$ cat src/rtl/ascon_perm_sequencer.sv
// Iterative Ascon permutation controller applying UNROLL rounds (pc, ps, pl) per clock.
// Define ASCON_PERM_ABORT_EN to add a synchronous abort input.

module ascon_perm_round (
    input  logic [319:0] din,
    input  logic [3:0]   rnd,
    output logic [7:0]   rc,
    output logic [319:0] dout
);
    function automatic logic [63:0] ror(input logic [63:0] v, input int n);
        return (v >> n) | (v << (64 - n));
    endfunction

    logic [63:0] x0, x1, x2, x3, x4;
    logic [63:0] a0, a1, a2, a3, a4;
    logic [63:0] b0, b1, b2, b3, b4;
    logic [63:0] s0, s1, s2, s3, s4;

    assign rc = {4'hF - rnd, rnd};

    always_comb begin
        x0 = din[319:256];
        x1 = din[255:192];
        x2 = din[191:128] ^ {56'h0, rc};
        x3 = din[127:64];
        x4 = din[63:0];
        // substitution layer, bit-sliced 5-bit S-box across the 64 columns
        a0 = x0 ^ x4;
        a1 = x1;
        a2 = x2 ^ x1;
        a3 = x3;
        a4 = x4 ^ x3;
        b0 = a0 ^ (~a1 & a2);
        b1 = a1 ^ (~a2 & a3);
        b2 = a2 ^ (~a3 & a4);
        b3 = a3 ^ (~a4 & a0);
        b4 = a4 ^ (~a0 & a1);
        s0 = b0 ^ b4;
        s1 = b1 ^ b0;
        s2 = ~b2;
        s3 = b3 ^ b2;
        s4 = b4;
        // linear diffusion layer
        dout = {s0 ^ ror(s0, 19) ^ ror(s0, 28),
                s1 ^ ror(s1, 61) ^ ror(s1, 39),
                s2 ^ ror(s2, 1)  ^ ror(s2, 6),
                s3 ^ ror(s3, 10) ^ ror(s3, 17),
                s4 ^ ror(s4, 7)  ^ ror(s4, 41)};
    end
endmodule

module ascon_perm_sequencer #(
    parameter int UNROLL = 1
) (
    input  logic         clk,
    input  logic         rst,
    input  logic         start_valid,
    output logic         start_ready,
    input  logic         rounds_sel,
    input  logic [319:0] state_in,
    output logic         done_valid,
    input  logic         done_ready,
`ifdef ASCON_PERM_ABORT_EN
    input  logic         abort,
`endif
    output logic [319:0] state_out,
    output logic         busy
);
    if (UNROLL != 1 && UNROLL != 2 && UNROLL != 4) begin : g_bad_unroll
        $error("ascon_perm_sequencer: UNROLL must be 1, 2 or 4");
    end

    typedef enum logic [1:0] {IDLE, RUN, DONE} st_t;

    st_t                     st, st_nxt;
    logic [319:0]            state_reg;
    logic [3:0]              r, r_step;
    logic                    load, step, clr;
    logic [UNROLL:0][319:0]  chain;

    assign chain[0]  = state_reg;
    assign r_step    = r + 4'(UNROLL);
    assign state_out = state_reg;

    for (genvar i = 0; i < UNROLL; i++) begin : g_lane
        logic [7:0] rc;
        ascon_perm_round u_round (
            .din  (chain[i]),
            .rnd  (r + 4'(i)),
            .rc   (rc),
            .dout (chain[i+1])
        );
    end

    always_ff @(posedge clk or posedge rst) begin
        if (rst) begin
            st        <= IDLE;
            state_reg <= '0;
            r         <= '0;
        end else begin
            st <= st_nxt;
            if (clr) begin
                state_reg <= '0;
                r         <= '0;
            end else if (load) begin
                state_reg <= state_in;
                r         <= rounds_sel ? 4'd4 : 4'd0;
            end else if (step) begin
                state_reg <= chain[UNROLL];
                r         <= r_step;
            end
        end
    end

    always_comb begin
        st_nxt      = st;
        start_ready = 1'b0;
        done_valid  = 1'b0;
        busy        = 1'b0;
        load        = 1'b0;
        step        = 1'b0;
        clr         = 1'b0;
        case (st)
            IDLE: begin
                start_ready = !rst;
                if (start_valid && !rst) begin
                    load   = 1'b1;
                    st_nxt = RUN;
                end
            end
            RUN: begin
                busy = 1'b1;
                step = 1'b1;
                if (r_step == 4'd12) st_nxt = DONE;
            end
            DONE: begin
                busy       = 1'b1;
                done_valid = 1'b1;
                if (done_ready) st_nxt = IDLE;
            end
            default: st_nxt = IDLE;
        endcase
`ifdef ASCON_PERM_ABORT_EN
        // abort wins over everything else once an operation is in flight
        if (abort && st != IDLE) begin
            load   = 1'b0;
            step   = 1'b0;
            clr    = 1'b1;
            st_nxt = IDLE;
        end
`endif
    end
endmodule

$ cat config.mk
export PLATFORM = sky130hd
export DESIGN_NAME = ascon_perm_sequencer
export DESIGN_NICKNAME = d
export VERILOG_FILES = /design/src/rtl/ascon_perm_sequencer.sv
export SDC_FILE = /design/constraint.sdc
export NUM_CORES = 2
export LEC_CHECK = 0
export BUFFER_PORTS_ARGS = -buffer_cell sky130_fd_sc_hd__buf_4
export CORE_ASPECT_RATIO = 0.7
export CORE_MARGIN = 8
export CORE_UTILIZATION = 40
export DETAILED_ROUTE_END_ITERATION = 16
export MAX_ROUTING_LAYER = met4
export PLACE_DENSITY_LB_ADDON = 0.25
export SETUP_SLACK_MARGIN = 0.02
export SLEW_MARGIN = 40
export SYNTH_ARGS = -nofsm -noshare
export SYNTH_HDL_FRONTEND = slang
export SYNTH_HIERARCHICAL = 1
export SYNTH_SLANG_ARGS = --single-unit
$ cat constraint.sdc
create_clock -name clk -period 28.5 [get_ports clk]
set_input_delay 5.7 -clock clk [delete_from_list [all_inputs] [get_ports clk]]
set_output_delay 5.7 -clock clk [all_outputs]
set_load 0.005 [all_outputs]
==> results.sh <==
export IMPL_status="completed"
export IMPL_grt_pass1_wl_microns=201400
export IMPL_start_util_pct=40.49
export IMPL_cts_tree="built"
export IMPL_clkSinkCount=326
export IMPL_crit_type="primary input to output pin"
export IMPL_avgSynthCellArea_sq_um=10.02
export IMPL_worstReg2RegEnd="state_out[43]"
export IMPL_antenna_found_initial=7
export IMPL_maxSlewHeadroom_pct=29.41
export IMPL_netlist_area_sq_mm=0.03348
export IMPL_worstPathCellList="buf_4 > nor2b_1 > buf_4"
export IMPL_syn_to_final_growth_pct=17.01
export IMPL_numCtsBuffers=42
export IMPL_grt_max_degree=222
export IMPL_path_max_fanout=4
export IMPL_clock_root_buffer="clkbuf_16"
export IMPL_setup_viol=0
export IMPL_via_per_inst=5.341
export IMPL_portBuffers=647
export IMPL_finalSetupTns_ns=0
export IMPL_num_rows=88
export IMPL_syn_inst=3341
export IMPL_clock_latency_ns=0.60
export IMPL_dpl_hpwl_microns=126100
export IMPL_layout_commonest_cell="buf_4"
export IMPL_cp_end_kind="output pin"
export IMPL_clk_path_buf_depth=3
export IMPL_drtPass1Iterations=6
export IMPL_critPathSlowestCell="buf_4"
export IMPL_die_x_microns=361.8
export IMPL_fin_nets=4086
export IMPL_min_delay_path_depth=1
export IMPL_fin_ws_ns=16.73
export IMPL_reg2reg_from="st[0]"
export IMPL_cap_violations=0
export IMPL_ff2ff_setup_slack_ns=25.02
export IMPL_fmax_mhz=84.93
export IMPL_endpoint="start_ready"
export IMPL_globalRouteOverflowTotal=0
export IMPL_first_global_vias=24520
export IMPL_wl_microns=150200
export IMPL_cp_slowest_stage_delay_ns=0.15
export IMPL_reg2reg_depth=9
export IMPL_cp_arrival_ns=6.07
export IMPL_drtIter0Drc=2895
export IMPL_cts_resized=0
export IMPL_grt_usage_pct=31.75
export IMPL_timing_final_crit_share_pct=41.31
export IMPL_vias=25600
export IMPL_dp_slack_ns=16.72
export IMPL_dieArea_sq_mm=0.09336
export IMPL_hold_path_class="flop to flop"
export IMPL_design_core_area_sq_mm=0.08269
export IMPL_drive_gt1_share_pct=24.99
export IMPL_cts_hold_buf=0
export IMPL_cp_required_ns=22.80
export IMPL_critPathMostFrequentCell="buf_4"
export IMPL_rsz0062_at_grt="false"
export IMPL_maxSlewViolCount=0
export IMPL_antenna_left=0
export IMPL_drc=0
export IMPL_startpoint_type="primary input"
export IMPL_synth_fp_nets=3799
export IMPL_worst_pin_slew_ns=1.051
export IMPL_place_gp_congestion=1.020
export IMPL_crit_start="rst"
export IMPL_wl_per_cell_microns=31.34
export IMPL_final_cell_mix="buf_4 (658), nor2_1 (414), a21oi_1 (399)"
export IMPL_dieHeight_microns=258.0
export IMPL_num_io_pins=648
export IMPL_postCtsSetupBuffers=0
export IMPL_min_period_ns=11.77
export IMPL_yosysWarnings=6
export IMPL_hold_viol=0
export IMPL_ctsHtreeMaxLevel=2
export IMPL_clk_pin_slew_ns=0.06
export IMPL_clock_skew_ns=0.01925
state kept, by name, summed over array words and instances (netlist names):
| signal | count |
|---|---|
| st | 2 |
| r | 4 |
| state_out | 320 |
worst max-delay path: cells and delay by family:
family	cells	cell delay (ns)
simple gates	1	0.11
buf+inv	2	0.27
stage by stage:
| step | utilization [%] | hold slack, ns | std cells | cell area, sq um |
|---|---|---|---|---|
| floorplan | - | 0.5076 | 3341 | 33480 |
| global placement | 44.50 | 0.5299 | 4705 | 36800 |
| detailed placement | 45.43 | 0.5339 | 4706 | 37560 |
| CTS | 47.18 | 0.5465 | 4783 | 39020 |
| global route | 47.37 | 0.5710 | 4790 | 39170 |
| finish | 47.37 | 0.5409 | 4792 | 39170 |
final cells by class:
class,count,area [sq um]
multi-input cells,2444,22440
diodes,6,15.01
inverters,143,549.3
flip-flops and latches,326,8158
repair buffers,671,5154
clock inverters,17,201.4
well taps,1125,1408
clock buffers,60,1252
fillers,7941,43520
metal layers:
layer  up-vias  track usage [%]  share of wire [%]
met5         -                -                  0
met4         0            7.616                2.7
met3       173            8.704                 10
met2      1283            47.83                 44
met1     12790            42.48                 43
li1      11350                -                  -
how the worst min path moves through the flow:
stage / slack (ns) / start / end
finish: 0.54 / st[1] / st[1]
global route: 0.57 / st[1] / st[1]
CTS: 0.55 / st[1] / st[1]
detailed placement: 0.53 / st[1] / st[1]
global placement: 0.53 / st[1] / st[1]
floorplan: 0.51 / st[1] / st[1]
Power is not shown: default switching activity piles up to over one toggle a cycle in this logic, so the estimate is an artifact.
